<file path="config.mk">
export PLATFORM = sky130hd
export DESIGN_NAME = jtkicker_objdraw_flat
export DESIGN_NICKNAME = d
export VERILOG_FILES = /design/src/rtl/jtkicker_objdraw_if.sv /design/src/rtl/jtkicker_objdraw.sv /design/src/flat_wrapper.sv
export SDC_FILE = /design/constraint.sdc
export NUM_CORES = 1
export LEC_CHECK = 0
export CAP_MARGIN = 20
export CORE_ASPECT_RATIO = 1.75
export CORE_MARGIN = 10
export CORE_UTILIZATION = 60
export DETAILED_ROUTE_END_ITERATION = 7
export DONT_BUFFER_PORTS = 1
export PLACE_DENSITY = 0.8
export REMOVE_ABC_BUFFERS = 1
export SYNTH_ARGS = -nofsm -noshare
export SYNTH_HDL_FRONTEND = slang
export SYNTH_SLANG_ARGS = --single-unit
</file>
<file path="constraint.sdc">
create_clock -name clk -period 5.3 [get_ports clk]
set_input_delay 1.06 -clock clk [delete_from_list [all_inputs] [get_ports clk]]
set_output_delay 1.06 -clock clk [all_outputs]
set_load 0.005 [all_outputs]
</file>
<file path="src/rtl/jtkicker_objdraw_if.sv">
// Bundle of signals around the Kicker sprite line drawer.
//   command side : draw, code, xpos, ysub, hflip, vflip, pal -> busy
//   ROM side     : rom_addr, rom_cs -> rom_data, rom_ok (jtframe_rom handshake)
//   buffer side  : buf_addr, buf_din, buf_we (object line-buffer write port)
// modport slave  : the drawer (jtkicker_objdraw)
// modport master : everything around it (scanner, ROM slot, line buffer)
interface jtkicker_objdraw_if #(
    parameter int PALW  = 4,
    parameter int CODEW = 10
);
    logic                 draw;
    logic [CODEW-1:0]     code;
    logic [7:0]           xpos;
    logic [3:0]           ysub;
    logic                 hflip;
    logic                 vflip;
    logic [PALW-1:0]      pal;
    logic                 busy;

    logic [CODEW+6:0]     rom_addr;
    logic                 rom_cs;
    logic [7:0]           rom_data;
    logic                 rom_ok;

    logic [7:0]           buf_addr;
    logic [PALW+3:0]      buf_din;
    logic                 buf_we;

    modport slave (
        input  draw, code, xpos, ysub, hflip, vflip, pal,
        output busy,
        output rom_addr, rom_cs,
        input  rom_data, rom_ok,
        output buf_addr, buf_din, buf_we
    );

    modport master (
        output draw, code, xpos, ysub, hflip, vflip, pal,
        input  busy,
        input  rom_addr, rom_cs,
        output rom_data, rom_ok,
        input  buf_addr, buf_din, buf_we
    );
endinterface

</file>
<file path="src/rtl/jtkicker_objdraw.sv">
// Sprite line drawer: takes one sprite-row command, fetches the row's
// 8 ROM bytes (16 pixels at 4bpp) and writes the opaque pixels into the
// object line buffer.
// Ports:
//   clk    : video clock
//   rst_n  : asynchronous active-low reset
//   obj_if : command, ROM handshake and line-buffer write signals (slave side)
module jtkicker_objdraw #(
    parameter int PALW  = 4,
    parameter int CODEW = 10
) (
    input  logic              clk,
    input  logic              rst_n,
    jtkicker_objdraw_if.slave obj_if
);

    typedef enum logic [1:0] {IDLE, FETCH, DRAW0, DRAW1} state_t;

    state_t             state_q;
    logic [CODEW-1:0]   code_q;
    logic [3:0]         row_q;
    logic               hflip_q;
    logic [PALW-1:0]    pal_q;
    logic [2:0]         b_q;
    logic [7:0]         x_q;
    logic               settle_q;
    logic [3:0]         second_q;
    logic               busy_q;
    logic               rom_cs_q;
    logic [CODEW+6:0]   rom_addr_q;
    logic [7:0]         buf_addr_q;
    logic [PALW+3:0]    buf_din_q;
    logic               buf_we_q;

    logic [3:0]         cmd_row_d;
    logic [2:0]         cmd_idx_d;
    logic [2:0]         b_d;
    logic [2:0]         next_idx_d;
    logic [3:0]         first_nib_d;
    logic [3:0]         second_nib_d;

    always_comb begin
        cmd_row_d    = obj_if.vflip ? ~obj_if.ysub : obj_if.ysub;
        cmd_idx_d    = obj_if.hflip ? 3'd7 : 3'd0;
        b_d          = b_q + 3'd1;
        // 7-b on three bits is simply the bitwise inverse
        next_idx_d   = hflip_q ? ~b_d : b_d;
        // hflip mirrors the row, so the low nibble becomes the left pixel
        first_nib_d  = hflip_q ? obj_if.rom_data[3:0] : obj_if.rom_data[7:4];
        second_nib_d = hflip_q ? obj_if.rom_data[7:4] : obj_if.rom_data[3:0];
    end

    // The buffer outputs are loaded one cycle ahead of the state that owns
    // them, so the first pixel is on the bus while the FSM sits in DRAW0 and
    // the second while it sits in DRAW1.
    always_ff @(posedge clk or negedge rst_n) begin
        if (!rst_n) begin
            state_q    <= IDLE;
            code_q     <= '0;
            row_q      <= '0;
            hflip_q    <= 1'b0;
            pal_q      <= '0;
            b_q        <= '0;
            x_q        <= '0;
            settle_q   <= 1'b0;
            second_q   <= '0;
            busy_q     <= 1'b0;
            rom_cs_q   <= 1'b0;
            rom_addr_q <= '0;
            buf_addr_q <= '0;
            buf_din_q  <= '0;
            buf_we_q   <= 1'b0;
        end else begin
            case (state_q)
                IDLE: begin
                    buf_we_q <= 1'b0;
                    if (obj_if.draw) begin
                        code_q     <= obj_if.code;
                        row_q      <= cmd_row_d;
                        hflip_q    <= obj_if.hflip;
                        pal_q      <= obj_if.pal;
                        b_q        <= '0;
                        x_q        <= obj_if.xpos;
                        settle_q   <= 1'b1;
                        busy_q     <= 1'b1;
                        rom_cs_q   <= 1'b1;
                        rom_addr_q <= {obj_if.code, cmd_row_d, cmd_idx_d};
                        state_q    <= FETCH;
                    end
                end
                FETCH: begin
                    // The first FETCH cycle lets the ROM slot see the new
                    // address before rom_ok is trusted.
                    if (settle_q) begin
                        settle_q <= 1'b0;
                    end else if (obj_if.rom_ok) begin
                        rom_cs_q   <= 1'b0;
                        second_q   <= second_nib_d;
                        buf_addr_q <= x_q;
                        buf_din_q  <= {pal_q, first_nib_d};
                        buf_we_q   <= (first_nib_d != 4'd0);
                        x_q        <= x_q + 8'd1;
                        state_q    <= DRAW0;
                    end
                end
                DRAW0: begin
                    buf_addr_q <= x_q;
                    buf_din_q  <= {pal_q, second_q};
                    buf_we_q   <= (second_q != 4'd0);
                    x_q        <= x_q + 8'd1;
                    state_q    <= DRAW1;
                end
                DRAW1: begin
                    buf_we_q <= 1'b0;
                    if (b_q == 3'd7) begin
                        busy_q  <= 1'b0;
                        state_q <= IDLE;
                    end else begin
                        b_q        <= b_d;
                        settle_q   <= 1'b1;
                        rom_cs_q   <= 1'b1;
                        rom_addr_q <= {code_q, row_q, next_idx_d};
                        state_q    <= FETCH;
                    end
                end
                default: state_q <= IDLE;
            endcase
        end
    end

    assign obj_if.busy     = busy_q;
    assign obj_if.rom_cs   = rom_cs_q;
    assign obj_if.rom_addr = rom_addr_q;
    assign obj_if.buf_addr = buf_addr_q;
    assign obj_if.buf_din  = buf_din_q;
    assign obj_if.buf_we   = buf_we_q;

endmodule

</file>
<file path="src/flat_wrapper.sv">
// flat-port wrapper written by rule: the top's interface ports become plain ports
module jtkicker_objdraw_flat 
#(
    parameter int PALW  = 4,
    parameter int CODEW = 10
)
  (clk, rst_n, obj_if_draw, obj_if_code, obj_if_xpos, obj_if_ysub, obj_if_hflip, obj_if_vflip, obj_if_pal, obj_if_busy, obj_if_rom_addr, obj_if_rom_cs, obj_if_rom_data, obj_if_rom_ok, obj_if_buf_addr, obj_if_buf_din, obj_if_buf_we);
  jtkicker_objdraw_if #(.PALW(PALW), .CODEW(CODEW)) obj_if_i ();
  input  logic clk;
  input  logic rst_n;
  input wire logic [$bits(obj_if_i.draw)-1:0] obj_if_draw;
  input wire logic [$bits(obj_if_i.code)-1:0] obj_if_code;
  input wire logic [$bits(obj_if_i.xpos)-1:0] obj_if_xpos;
  input wire logic [$bits(obj_if_i.ysub)-1:0] obj_if_ysub;
  input wire logic [$bits(obj_if_i.hflip)-1:0] obj_if_hflip;
  input wire logic [$bits(obj_if_i.vflip)-1:0] obj_if_vflip;
  input wire logic [$bits(obj_if_i.pal)-1:0] obj_if_pal;
  output wire logic [$bits(obj_if_i.busy)-1:0] obj_if_busy;
  output wire logic [$bits(obj_if_i.rom_addr)-1:0] obj_if_rom_addr;
  output wire logic [$bits(obj_if_i.rom_cs)-1:0] obj_if_rom_cs;
  input wire logic [$bits(obj_if_i.rom_data)-1:0] obj_if_rom_data;
  input wire logic [$bits(obj_if_i.rom_ok)-1:0] obj_if_rom_ok;
  output wire logic [$bits(obj_if_i.buf_addr)-1:0] obj_if_buf_addr;
  output wire logic [$bits(obj_if_i.buf_din)-1:0] obj_if_buf_din;
  output wire logic [$bits(obj_if_i.buf_we)-1:0] obj_if_buf_we;
  assign obj_if_i.draw = obj_if_draw;
  assign obj_if_i.code = obj_if_code;
  assign obj_if_i.xpos = obj_if_xpos;
  assign obj_if_i.ysub = obj_if_ysub;
  assign obj_if_i.hflip = obj_if_hflip;
  assign obj_if_i.vflip = obj_if_vflip;
  assign obj_if_i.pal = obj_if_pal;
  assign obj_if_busy = obj_if_i.busy;
  assign obj_if_rom_addr = obj_if_i.rom_addr;
  assign obj_if_rom_cs = obj_if_i.rom_cs;
  assign obj_if_i.rom_data = obj_if_rom_data;
  assign obj_if_i.rom_ok = obj_if_rom_ok;
  assign obj_if_buf_addr = obj_if_i.buf_addr;
  assign obj_if_buf_din = obj_if_i.buf_din;
  assign obj_if_buf_we = obj_if_i.buf_we;
  jtkicker_objdraw #(.PALW(PALW), .CODEW(CODEW)) u_core (.clk(clk), .rst_n(rst_n), .obj_if(obj_if_i));
endmodule
</file>
-- Word level (Yosys, flattened, before mapping)
Index checks and enable logic that the tools add are counted.
- bits in registers: 73
- bits of input ports: 40
- output and inout port bits: 36
- logic and storage cells: 84
- add/subtract/negate cells: 2
- equal/unequal tests: 9
- mux-type cells: 37
- bitwise gates (word level): 3
- reductions and logical operators: 18
- operator list (kind ; number):
    two-way mux 8 bit ; 7
    two-way mux 17 bit ; 2
    case mux 17 bit (2 select lines) ; 1
    case mux 8 bit (2 select lines) ; 2
    case mux 8 bit (3 select lines) ; 1
    AND reduction 3 bit ; 6
    two-way mux 3 bit ; 4
    two-way mux 4 bit ; 3
    case mux 1 bit (3 select lines) ; 3
    adder 8 x 1 -> 8 bit (second input constant) ; 1
    two-way mux 1 bit ; 8
    != test 2 bit (second input constant) ; 4
    case mux 2 bit (4 select lines) ; 1
    nonzero test 4 bit ; 2
    two-way mux 2 bit ; 3
    case mux 3 bit (2 select lines) ; 1
    nonzero test 3 bit ; 2
    AND reduction 5 bit ; 1
    equality test 2 bit (second input constant) ; 2
    NOT 4 bit ; 1
    AND reduction 2 bit ; 2
    AND reduction 4 bit ; 1
    nonzero test 2 bit ; 2
    adder 3 x 1 -> 3 bit (second input constant) ; 1
    8 further kinds ; 8

-- Longest topological paths before layout
Gate-level depths: netlist of the first run.
- depth in word-level cells: 5
- gate-level depth with buffers: 8
- gate-level depth less buffers: 6

-- Worst setup path after synthesis of the first run
Ideal clock, no wire load.
- path type: input port to flip-flop
- start: in obj_if_rom_ok
- end: reg u_core.buf_addr_q[3] (netlist: u_core.obj_if.buf_addr[3])
- setup time: 0.125 ns
- data arrival time: 1.946 ns
- required time: 5.175 ns
- path slack: 3.230 ns
- stages: 4
- path buffers: 1
- path through: nor2b_1 -> o21ai_2 -> buf_2 -> mux2_2
- word-level cells in the longest chain between the ends: 2
- ends and longest elaborated chain (element ; line ; source):
    from (decl) ; flat_wrapper.sv:22 ; input wire logic [$bits(obj_if_i.rom_ok)-1:0] obj_if_rom_ok;
    != test 2 bit (no source line) ; n/a ;
    AND reduction 3 bit (no source line) ; n/a ;
    to (signal assigned) ; jtkicker_objdraw.sv:99 ; buf_addr_q <= x_q;
    to (signal assigned) ; jtkicker_objdraw.sv:107 ; buf_addr_q <= x_q;
    to (decl) ; jtkicker_objdraw.sv:31 ; logic [7:0] buf_addr_q;
No other way between the ends.
A chain may end at the register's enable or synchronous reset.

-- Final worst setup path of the first run
- start: reg u_core.state_q[0]
- end: reg u_core.rom_addr_q[2] (netlist: u_core.obj_if.rom_addr[2])
- word-level cells in the longest chain between the ends: 3
- elaborated cells on any way between the ends: 7
- those cells by class: eq/ne (3); mux (1); reduce/logical (3)
- ends and longest elaborated chain (element ; line ; source):
    from (decl) ; jtkicker_objdraw.sv:19 ; state_t state_q;
    from (signal assigned) ; jtkicker_objdraw.sv:58 ; state_q <= IDLE;
    from (signal assigned) ; jtkicker_objdraw.sv:88 ; state_q <= FETCH;
    from (signal assigned) ; jtkicker_objdraw.sv:103 ; state_q <= DRAW0;
    equality test 2 bit or zero test 2 bit (tied branches) ; jtkicker_objdraw.sv:74 ; case (state_q)
    != test 2 bit (no source line) or nonzero test 2 bit (tied branches) ; n/a ;
    AND reduction 3 bit (no source line) ; n/a ;
    to (signal assigned) ; jtkicker_objdraw.sv:87 ; rom_addr_q <= {obj_if.code, cmd_row_d, cmd_idx_d};
    to (signal assigned) ; jtkicker_objdraw.sv:122 ; rom_addr_q <= {code_q, row_q, next_idx_d};
    to (decl) ; jtkicker_objdraw.sv:30 ; logic [CODEW+6:0] rom_addr_q;
Several ways; a longest one is shown, not always the timed one.

==> impl_summary.log, run 1 <==
INFO  metric critPathKind = reg -> reg
INFO  metric critical-path-max-stage-delay = 800 ps
INFO  metric final-max-slew-violation-count = 0
INFO  metric commonest_cells_after_routing_fill_and_taps_aside = 73 x dfrtp_1, 42 x nand2_1, 25 x mux2_2, 24 x mux2i_1, 22 x o21ai_0
INFO  metric pwr-share-clk = between 10% and 20%
INFO  metric detailroute.via_count = 2369
INFO  metric timing.final.hold_violations = 0
INFO  metric drc = 0
INFO  metric grt_start_max_net_pins = 74
INFO  metric cts.htree.levels = 3
INFO  metric critical_path.top_delay_family = compound AO/OA/AOI/OAI gates
INFO  metric finalSetupViolations = 0
INFO  metric clock.fmax = about 400 MHz
INFO  metric layout-drive-gt1-share = 14.5%
INFO  metric result_of_the_run = finished clean
INFO  metric worst_clock_skew = 11.1 ps
INFO  metric critical_path_required = 5530 ps
INFO  metric synth.yosys.warnings = 0
INFO  metric worst_slew_pin_slew = approximately 980 ps
INFO  metric cp.buffers_inverters = 1
INFO  metric die_area = ~9500 sq um
INFO  metric critical_path.endpoint_type = flip-flop
INFO  metric synth_cell_types = 38
INFO  metric maxCapViolations = 0
INFO  metric initial_antenna_violation_count = 0
INFO  metric syn_area_per_cell = approximately 11 sq um
INFO  metric critPathMaxFanout = 34
INFO  metric post_synthesis_instance_area = 3550 sq um
INFO  metric holdCritPathClass = in -> async
INFO  metric ys.flop_type = dfrtp_1
INFO  metric hpwlAfterDp = 5.36 mm
INFO  metric worst_setup_path_start_kind = flip-flop
INFO  metric grt_pass1_vias = 2435
INFO  metric power.net_switching = about 1.0 mW
INFO  metric maxSlewHeadroom = 34.6%
INFO  metric cts_root_buf = clkbuf_8
INFO  metric fin_nets = 377
INFO  metric clk-insertion-delay-late = 340 ps
INFO  metric wirelength = 7.26 mm
INFO  metric rr_startpoint = u_core.state_q[0]$_DFFE_PN0P_
INFO  metric regToRegSetupSlack = 2800 ps
INFO  metric crit_end = u_core.obj_if.rom_addr[2]$_DFFE_PN0P_
INFO  metric unrepaired_setup_endpoints_after_global_routing = false
INFO  metric ir_worst_vdd = 0.000483 V
INFO  metric grt_overflow = 0
INFO  metric period_share = 47.2%
INFO  metric ys_async_sr_fraction = 100%
INFO  metric rows = 37
INFO  metric cts_hold_buffers = 0
INFO  metric numClockSinks = 73
INFO  metric fin_tns_setup = 0 ps
INFO  metric layout_commonest_cell = dfrtp_1
INFO  metric synthToLayoutAreaGrowth = 6.00%
INFO  metric vias_per_cell = 5.79
INFO  metric reg2reg_depth = 6
INFO  metric final_antenna_net_count = 0
INFO  metric clock_tree.buffer_depth = 2
INFO  metric tritoncts_clock_tree = built
INFO  metric critPathLaunch = u_core.state_q[0]$_DFFE_PN0P_
INFO  metric grt_pass1_wl = 11.9 mm
INFO  metric grtUsageTotal = 15.2%
INFO  metric yosys_register_bits = 73
INFO  metric post_cts_setup_buffers = 0
INFO  metric firstDrtPassIters = 4
INFO  metric port_buffers = 0
INFO  metric horiz_die_dim = 78.1 um
INFO  metric cp.arrival = approximately 2700 ps
INFO  metric io_pins = between 70 and 80
INFO  metric synth-edff-count = 0
INFO  metric period_needed = 2500 ps
INFO  metric core-area = 5830 sq um
INFO  metric static_leakage = ~1.6 nW
INFO  metric cts-buffers-inserted = 9
INFO  metric critical-path-slowest-cell = a211o_1
INFO  metric postSynthCellCount = 333
INFO  metric critical_path_depth = 6
INFO  metric p_per_area = 696 nW/um^2
INFO  metric post-route-util = 64.4%
INFO  metric antenna_cells_inserted = 0
INFO  metric ys_seq_area_share = 51.5%
INFO  metric detail_route.wl_per_cell = between 15 and 20 um
INFO  metric seq_power_share = 41.4%
INFO  metric gp_routability_congestion = 0.786
INFO  metric cp_cell_sequence = inv_1 -> ha_1 -> nor2b_4 -> a211o_1 -> a211oi_1 -> a21o_1
INFO  metric cts_resized = 0
INFO  metric initial_core_utilization = around 61%
INFO  metric drt_iter0_drc = 108
INFO  metric p_sw_share = 40.1%
INFO  metric clk_transition_reported_paths = ~80 ps
INFO  metric power.share.combinational = 41.9%
INFO  metric regToRegEndpoint = u_core.obj_if.rom_addr[2]$_DFFE_PN0P_
INFO  metric internal-power = about 1.6 mW
INFO  metric die-height = about 120 um
-- synthesized netlist by cell type, types with 6 or more instances --
library cell | instances | share of area, %
a21oi_1 | 21 | 3.0
buf_2 | 10 | 1.4
clkbuf_1 | 8 | 0.85
dfrtp_1 | 73 | 52
ha_1 | 11 | 3.9
inv_1 | 8 | 0.85
mux2_2 | 25 | 7.9
mux2i_1 | 24 | 6.8
nand2_1 | 42 | 4.4
nand3_1 | 6 | 0.85
nor2_1 | 19 | 2.0
o21ai_0 | 22 | 3.1
o21ai_1 | 15 | 2.1
xnor2_1 | 7 | 1.7
-- per-stage QoR --
stage	setup WS [ps]	hold WS, ps	power, mW	std cells	cell area, sq um
global route	2570	391	2.84	409	3760
detailed placement	2760	481	2.21	393	3560
finish	2800	410	2.62	409	3760
global placement	2860	464	2.15	393	3560
CTS	2770	390	2.65	409	3760
floorplan	3030	450	1.92	313	3440
-- logic make-up after synthesis --
| family | share of synthesized area (%) |
|---|---|
| and+or+nand+nor | 10.3 |
| AOI/OAI and AO/OA | 14.1 |
| buffers and inverters | 3.74 |
| adders and majority gates | 3.88 |
| muxes | 14.7 |
| xor gates and xnor gates | 1.73 |
| DFF | 51.5 |
-- worst min path at each step --
| stage | start | to | slack (ps) |
|---|---|---|---|
| 2_1_floorplan | u_core.row_q[0]$_DFFE_PN0P_ | u_core.row_q[0]$_DFFE_PN0P_ | 450 |
| 3_3_place_gp | u_core.row_q[1]$_DFFE_PN0P_ | u_core.row_q[1]$_DFFE_PN0P_ | 460 |
| 3_5_place_dp | u_core.row_q[1]$_DFFE_PN0P_ | u_core.row_q[1]$_DFFE_PN0P_ | 480 |
| 4_1_cts | rst_n | u_core.obj_if.rom_addr[15]$_DFFE_PN0P_ | 390 |
| 5_1_grt | rst_n | u_core.row_q[3]$_DFFE_PN0P_ | 390 |
| 6_report | rst_n | u_core.row_q[3]$_DFFE_PN0P_ | 410 |
-- worst reg2reg max path: cells and delay by family (launching register included) --
kind	cells	cell delay [ps]
AO/OA/AOI/OAI	3	1110
buffers and inverters	1	140
AND/OR/NAND/NOR	1	340
adder cells (fa/ha/maj)	1	340
flip-flops	1	460
-- metal layers --
layer / track usage, % / wire (um) / share of wire, % / vias to the layer above
li1: - / - / - / 1153
met1: 16.5 / 2760 / 38 / 1137
met2: 26.0 / 3710 / 51 / 71
met3: 6.71 / 717 / 9.9 / 8
met4: 4.84 / 76 / 1.0 / 0
met5: 0 / 0 / 0 / -
-- flip-flops by register name, summed over array words and instances (netlist names), 2 cells and up --
name                    cells
u_core.b_q                  3
u_core.code_q              10
u_core.obj_if.buf_addr      8
u_core.obj_if.buf_din       8
u_core.obj_if.rom_addr     17
u_core.pal_q                4
u_core.row_q                4
u_core.second_q             4
u_core.state_q              2
u_core.x_q                  8
-- power groups by stage --
stage / logic (mW) / registers, mW / clock network, mW
after floorplan: 0.902 / 1.02 / 0
after global placement: 1.06 / 1.09 / 0
after detailed placement: 1.11 / 1.10 / 0
after CTS: 1.11 / 1.09 / 0.448
after global routing: 1.25 / 1.13 / 0.465
final: 1.09 / 1.08 / 0.437
-- cell type report --
type                       instances  area, sq um
clock buffer                       9          124
clock inverter                     7         78.8
fill                             480         2070
inverter                           8         30.0
multi-input combinational        232         1590
sequential                        73         1830
tap                               78         97.6
timing repair buffer               2         15.0
No activity file was read; power rests on OpenSTA's default activity.
==> run 2, diff against run 1 <==
--- a/config.mk
+++ b/config.mk
@@ -8,10 +8,10 @@
 export CAP_MARGIN = 20
 export CORE_ASPECT_RATIO = 1.75
 export CORE_MARGIN = 10
-export CORE_UTILIZATION = 60
+export CORE_UTILIZATION = 57
 export DETAILED_ROUTE_END_ITERATION = 7
 export DONT_BUFFER_PORTS = 1
-export PLACE_DENSITY = 0.8
+export PLACE_DENSITY = 0.79
 export REMOVE_ABC_BUFFERS = 1
 export SYNTH_ARGS = -nofsm -noshare
 export SYNTH_HDL_FRONTEND = slang
==> constraint.sdc (replaced) <==
create_clock -name clk -period 2 [get_ports clk]
set_input_delay 0.4 -clock clk [delete_from_list [all_inputs] [get_ports clk]]
set_output_delay 0.4 -clock clk [all_outputs]
set_load 0.005 [all_outputs]
==> run 2 against run 1 <==
Effect of this change: sequential share of layout area is 0.81 points lower; first-iteration DRC count is 19% higher; count of clock-buffer cells in the layout is 2 higher; sequential cell count stayed put; largest cell class unchanged; cell area is 1.7% higher; via count is 1.7% higher; the run now ends with hold timing left; clock power grew to 2.5 times the previous value; hold slack worse by 660 ps; combinational power grew to 2.9 times the previous value; critical path type unchanged.
==> impl_summary.log, run 2 (same netlist as run 1, synthesis figures left out) <==
INFO  metric firstDrtPassIters = 4
INFO  metric clock_tree.buffer_depth = 2
INFO  metric commonest_cells_after_routing_fill_and_taps_aside = 73 x dfrtp_1, 42 x nand2_1, 25 x mux2_2, 24 x mux2i_1, 22 x o21ai_0
INFO  metric grtUsageTotal = 15.4%
INFO  metric ir_worst_vdd = 0.000930 V
INFO  metric worst_setup_path_start_kind = flip-flop
INFO  metric io_pins = 76
INFO  metric grt_pass1_vias = ~2500
INFO  metric drt_iter0_drc = 129
INFO  metric drc = 0
INFO  metric layout-drive-gt1-share = 15.8%
INFO  metric initial_core_utilization = 57.8%
INFO  metric timing.final.hold_violations = 73
INFO  metric detail_route.wl_per_cell = ~18 um
INFO  metric hpwlAfterDp = approximately 5.5 mm
INFO  metric holdCritPathClass = in -> async
INFO  metric horiz_die_dim = 79.6 um
INFO  metric final-max-slew-violation-count = 0
INFO  metric grtUsageMet2 = 26.0%
INFO  metric max_ffs_per_register = 17
INFO  metric unrepaired_setup_endpoints_after_global_routing = false
INFO  metric die-height = 124 um
INFO  metric rows = 38
INFO  metric regToRegSetupSlack = roughly 170 ps
INFO  metric period_share = 91.5%
INFO  metric maxSlewHeadroom = 54.4%
INFO  metric die_area = 9900 sq um
INFO  metric rr_startpoint = u_core.state_q[1]$_DFFE_PN0P_
INFO  metric detailroute.via_count = 2410
INFO  metric post-route-util = 62.3%
INFO  metric port_buffers = 0
INFO  metric initial_antenna_violation_count = 0
INFO  metric fin_total_pwr = 7.12 mW
INFO  metric antenna_cells_inserted = 0
INFO  metric clk-insertion-delay-late = 350 ps
INFO  metric fillCellCount = 477
INFO  metric place_inst = approximately 400
INFO  metric clk_transition_reported_paths = 70 ps
INFO  metric worst_clock_skew = 5.73 ps
INFO  metric hold_ws = -253 ps
INFO  metric grt_start_max_net_pins = 74
INFO  metric layout_commonest_cell = dfrtp_1
INFO  metric grt_pass1_wl = about 12 mm
INFO  metric final_antenna_net_count = 0
INFO  metric reg2reg_depth = 6
INFO  metric maxCapViolations = 0
INFO  metric fin_nets = 384
INFO  metric top_usage_layer = met2
INFO  metric clock.fmax = approximately 550 MHz
INFO  metric cts.htree.levels = 3
INFO  metric wirelength = 7.37 mm
INFO  metric violations = hold timing
INFO  metric tritoncts_clock_tree = built
INFO  metric numClockSinks = 73
INFO  metric finalSetupViolations = 0
INFO  metric critical_path.endpoint_type = flip-flop
INFO  metric post_cts_setup_buffers = 0
INFO  metric result_of_the_run = complete, but fails checks
INFO  metric cts_root_buf = clkbuf_8
INFO  metric cts-buffers-inserted = 9
INFO  metric regToRegEndpoint = u_core.obj_if.buf_din[6]$_DFFE_PN0P_
INFO  metric critical_path_required = between 2000 and 2500 ps
INFO  metric grt_overflow = 0
INFO  metric critPathMaxFanout = 23
INFO  metric static_leakage = ~1.7 nW
INFO  metric finish.cell_count_without_fillers = 416
INFO  metric vias_per_cell = 5.79
INFO  metric globalRouteMet3Util = under 10%
INFO  metric fin_tns_setup = 0 ps
INFO  metric cp.arrival = ~2000 ps
INFO  metric core-area = 6130 sq um
INFO  metric critPathKind = reg -> reg
INFO  metric gp_routability_congestion = 0.831
INFO  metric p_per_area = 1860 nW/um^2
INFO  metric worst_slew_pin_slew = 684 ps
INFO  metric period_needed = 1830 ps
INFO  metric synthToLayoutAreaGrowth = 7.80%
INFO  metric groute.layer.met1.usage = 15.1%
## run 2: cell types whose count changed in the layout (fill, tap and decap cells not counted)
cell,change
buf_4,+5
buf_12,+2
clkbuf_1,+1
clkbuf_8,+1
clkinv_4,-1
clkinvlp_4,-1
ha_1,-1
ha_2,+1
inv_6,-1
inv_8,-1
## run 2: what timing repair did
action / CTS / global route
hold endpoints to repair: 73 / 73
resized for setup: 0 / 1
endpoints found under the setup margin: 0 / 13
## run 2: layout make-up
cell class                 count  area, sq um  share of cell area, %
sequential                    73         1830                   47.8
inverter                       8         30.0                  0.786
clock inverter                 3         42.5                   1.11
tap                           80          100                   2.62
clock buffer                  11          141                   3.70
multi-input combinational    232         1590                   41.6
timing repair buffer           9         92.6                   2.42
## run 2: per-stage QoR
stage | setup WS (ps) | cell area (sq um)
2_1_floorplan | -266 | 3440
3_3_place_gp | 239 | 3640
3_5_place_dp | 164 | 3640
4_1_cts | 149 | 3820
5_1_grt | 30.3 | 3820
6_report | 169 | 3820
## run 2: power breakdown
part	internal, mW	switching [mW]
Sequential	2.24	0.625
Combinational	1.52	1.64
Clock	0.594	0.504
## run 2: worst max-delay path by stage
stage / endpoint / startpoint / cells after the start / slack, ps
floorplan: u_core.obj_if.rom_addr[1]$_DFFE_PN0P_ / u_core.state_q[0]$_DFFE_PN0P_ / 4 / -270
global placement: u_core.x_q[7]$_DFFE_PN0P_ / u_core.state_q[1]$_DFFE_PN0P_ / 7 / 240
detailed placement: u_core.obj_if.rom_addr[5]$_DFFE_PN0P_ / u_core.state_q[1]$_DFFE_PN0P_ / 7 / 160
CTS: u_core.obj_if.rom_addr[5]$_DFFE_PN0P_ / u_core.state_q[1]$_DFFE_PN0P_ / 7 / 150
global route: u_core.obj_if.rom_addr[12]$_DFFE_PN0P_ / u_core.state_q[1]$_DFFE_PN0P_ / 7 / 30
finish: u_core.obj_if.buf_din[6]$_DFFE_PN0P_ / u_core.state_q[1]$_DFFE_PN0P_ / 6 / 170
## run 2: critical path: stages, from the launching register on
cell	delay [ps]
dfrtp_1	430
inv_1	160
ha_1	280
inv_1	110
o21ai_2	200
buf_12	180
mux2_2	350
## run 2: metal layers
| metal | vias to the layer above | wire, um |
|---|---|---|
| met1 | 1164 | 2620 |
| met3 | 10 | 780 |
| met5 | - | 0 |
| met4 | 0 | 143 |
| met2 | 69 | 3830 |
| li1 | 1167 | - |
==> run 3, diff against run 2 <==
--- a/config.mk
+++ b/config.mk
@@ -11,7 +11,7 @@
 export CORE_UTILIZATION = 57
 export DETAILED_ROUTE_END_ITERATION = 7
 export DONT_BUFFER_PORTS = 1
-export PLACE_DENSITY = 0.79
+export PLACE_DENSITY = 0.74
 export REMOVE_ABC_BUFFERS = 1
 export SYNTH_ARGS = -nofsm -noshare
 export SYNTH_HDL_FRONTEND = slang
==> run 3 against run 2 <==
Effect of this change: the flow still finishes with violations (hold timing); count of clock-buffer cells in the layout fell by 1; critical path depth did not move; hold slack got worse by 5.5 ps; wire length rose by 2.1%; clock skew rose by 4.6 ps; sequential share of layout area fell by 1.0 points; cell area rose by 2.2%; largest cell class unchanged.
==> impl_summary.log, run 3 (same netlist as run 1, synthesis figures left out) <==
INFO  metric fin_nets = 387
INFO  metric clk-insertion-delay-late = 350 ps
INFO  metric antenna_cells_inserted = 0
INFO  metric layout-drive-gt1-share = between 15 and 20%
INFO  metric cp.arrival = between 2000 and 2500 ps
INFO  metric final_antenna_net_count = 0
INFO  metric vias_per_cell = 5.81
INFO  metric cp_cell_sequence = inv_1 -> ha_1 -> inv_1 -> o21ai_2 -> buf_4 -> mux2_2
INFO  metric detailroute.via_count = 2441
INFO  metric worst_clock_skew = 10.3 ps
INFO  metric ir_worst_vdd = 0.00107 V
INFO  metric grtUsageTotal = 15.6%
INFO  metric critPathKind = reg -> reg
INFO  metric rows = 38
INFO  metric maxSlewHeadroom = 72.6%
INFO  metric rr_startpoint = u_core.state_q[1]$_DFFE_PN0P_
INFO  metric hpwlAfterDp = 5.56 mm
INFO  metric drt_iter0_drc = 122
INFO  metric die-height = around 120 um
INFO  metric cp.buffers_inverters = 3
INFO  metric worst_setup_path_start_kind = flip-flop
INFO  metric critical_path.endpoint_type = flip-flop
INFO  metric firstDrtPassIters = 4
INFO  metric clk_transition_reported_paths = 70 ps
INFO  metric tritoncts_clock_tree = built
INFO  metric clock_tree.buffer_depth = 2
INFO  metric grt_start_max_net_pins = 74
INFO  metric initial_core_utilization = 57.8%
INFO  metric finish.cell_count_without_fillers = 420
INFO  metric critPathMaxFanout = 12
INFO  metric final-max-slew-violation-count = 0
INFO  metric gp_routability_congestion = about 0.82
INFO  metric p_per_area = roughly 1900 nW/um^2
INFO  metric critPathLaunch = u_core.state_q[1]$_DFFE_PN0P_
INFO  metric crit_end = u_core.obj_if.buf_addr[6]$_DFFE_PN0P_
INFO  metric critical-path-max-stage-delay = 430 ps
INFO  metric holdCritPathClass = in -> async
INFO  metric grt_pass1_wl = 12.3 mm
INFO  metric critical-path-slowest-cell = dfrtp_1
INFO  metric finalSetupViolations = 0
INFO  metric detail_route.wl_per_cell = approximately 18 um
INFO  metric critical_path.most_common_cell = inv_1
INFO  metric static_leakage = 1.73 nW
INFO  metric regToRegSetupSlack = 180 ps
INFO  metric layout_commonest_cell = dfrtp_1
INFO  metric hold_ws = -258 ps
INFO  metric numClockSinks = 73
INFO  metric period_share = 90.8%
INFO  metric result_of_the_run = complete, but fails checks
INFO  metric fillCellCount = 509
INFO  metric timing.final.hold_violations = between 70 and 80
INFO  metric commonest_cells_after_routing_fill_and_taps_aside = 73 x dfrtp_1, 42 x nand2_1, 25 x mux2_2, 24 x mux2i_1, 22 x o21ai_0
INFO  metric maxCapViolations = 0
INFO  metric unrepaired_setup_endpoints_after_global_routing = false
INFO  metric period_needed = 1820 ps
INFO  metric grt_pass1_vias = 2535
INFO  metric grt_overflow = 0
INFO  metric port_buffers = 0
INFO  metric worst_slew_pin_slew = 411 ps
INFO  metric post_cts_setup_buffers = 0
INFO  metric initial_antenna_violation_count = 0
INFO  metric critical_path.top_delay_family = buffers and inverters
INFO  metric clock.fmax = between 500 and 600 MHz
INFO  metric horiz_die_dim = between 70 and 80 um
INFO  metric synthToLayoutAreaGrowth = 10.1%
INFO  metric core-area = 6130 sq um
INFO  metric max_ffs_per_register = 17
INFO  metric critical_path_required = 2230 ps
INFO  metric cts-buffers-inserted = 9
INFO  metric io_pins = 76
INFO  metric cts_root_buf = clkbuf_8
INFO  metric fin_total_pwr = 7.51 mW
INFO  metric reg2reg_depth = 6
INFO  metric violations = hold timing
INFO  metric place_inst = 405
INFO  metric drc = 0
INFO  metric regToRegEndpoint = u_core.obj_if.buf_addr[6]$_DFFE_PN0P_
INFO  metric wirelength = 7.52 mm
INFO  metric cts.htree.levels = 3
INFO  metric dpl_worst_slack = 139 ps
INFO  metric timing.final.ws_setup = 184 ps
INFO  metric critical_path_depth = 6
INFO  metric die_area = 9900 sq um
[run 3: cell count changes in the layout (fill, tap and decap cells not counted), sizes merged]
cell,delta
clkinvlp,-1
clkbuf,-1
buf,+3
bufinv,+3
[run 3: worst reg2reg max path, stage by stage, from the launching register on]
cell and delay, ps:
dfrtp_1 430, inv_1 160, ha_1 280, inv_1 110, o21ai_2 150, buf_4 220
mux2_2 360
[run 3: power breakdown]
group	switching, mW	internal, mW
registers	0.596	2.24
logic	1.67	1.53
clock network	0.529	0.950
total	2.80	4.71
[run 3: through the flow]
stage	utilization, %	setup TNS (ps)	area (sq um)
3_5_place_dp	59.4	0	3650
5_1_grt	63.7	0	3910
2_1_floorplan	-	-3140	3440
3_3_place_gp	59.4	0	3650
4_1_cts	63.6	0	3900
6_report	63.7	0	3910
[run 3: final cells by class]
class | count | area [sq um] | area share, %
flip-flops and latches | 73 | 1830 | 46.8
clock buffers | 10 | 128 | 3.27
clock inverters | 5 | 129 | 3.30
repair buffers | 12 | 103 | 2.63
inverters | 8 | 30.0 | 0.769
multi-input cells | 232 | 1590 | 40.7
well taps | 80 | 100 | 2.56
[run 3: repair_timing]
| action | CTS | global route |
|---|---|---|
| endpoints found under the hold margin | 73 | 73 |
| resized for setup | 0 | 1 |
| setup endpoints to repair | 0 | 15 |
[run 3: metal layers]
| metal | vias to the layer above | global-route usage, % | wire, um |
|---|---|---|---|
| li1 | 1169 | - | - |
| met2 | 67 | 26.3 | 3940 |
| met4 | 0 | 7.74 | 154 |
| met3 | 11 | 6.14 | 707 |
| met5 | - | 0 | 0 |
| met1 | 1194 | 16.0 | 2720 |
[run 3: worst min path at each step]
stage | from | endpoint | slack, ps | cells past startpoint
after CTS | rst_n | u_core.obj_if.buf_din[0]$_DFFE_PN0P_ | -280 | 0
final | rst_n | u_core.obj_if.rom_addr[3]$_DFFE_PN0P_ | -260 | 0
after floorplan | rst_n | u_core.b_q[0]$_DFFE_PN0P_ | 100 | 0
after global routing | rst_n | u_core.obj_if.rom_addr[3]$_DFFE_PN0P_ | -270 | 0
after detailed placement | rst_n | u_core.obj_if.rom_addr[3]$_DFFE_PN0P_ | 110 | 0
after global placement | rst_n | u_core.row_q[3]$_DFFE_PN0P_ | 110 | 0
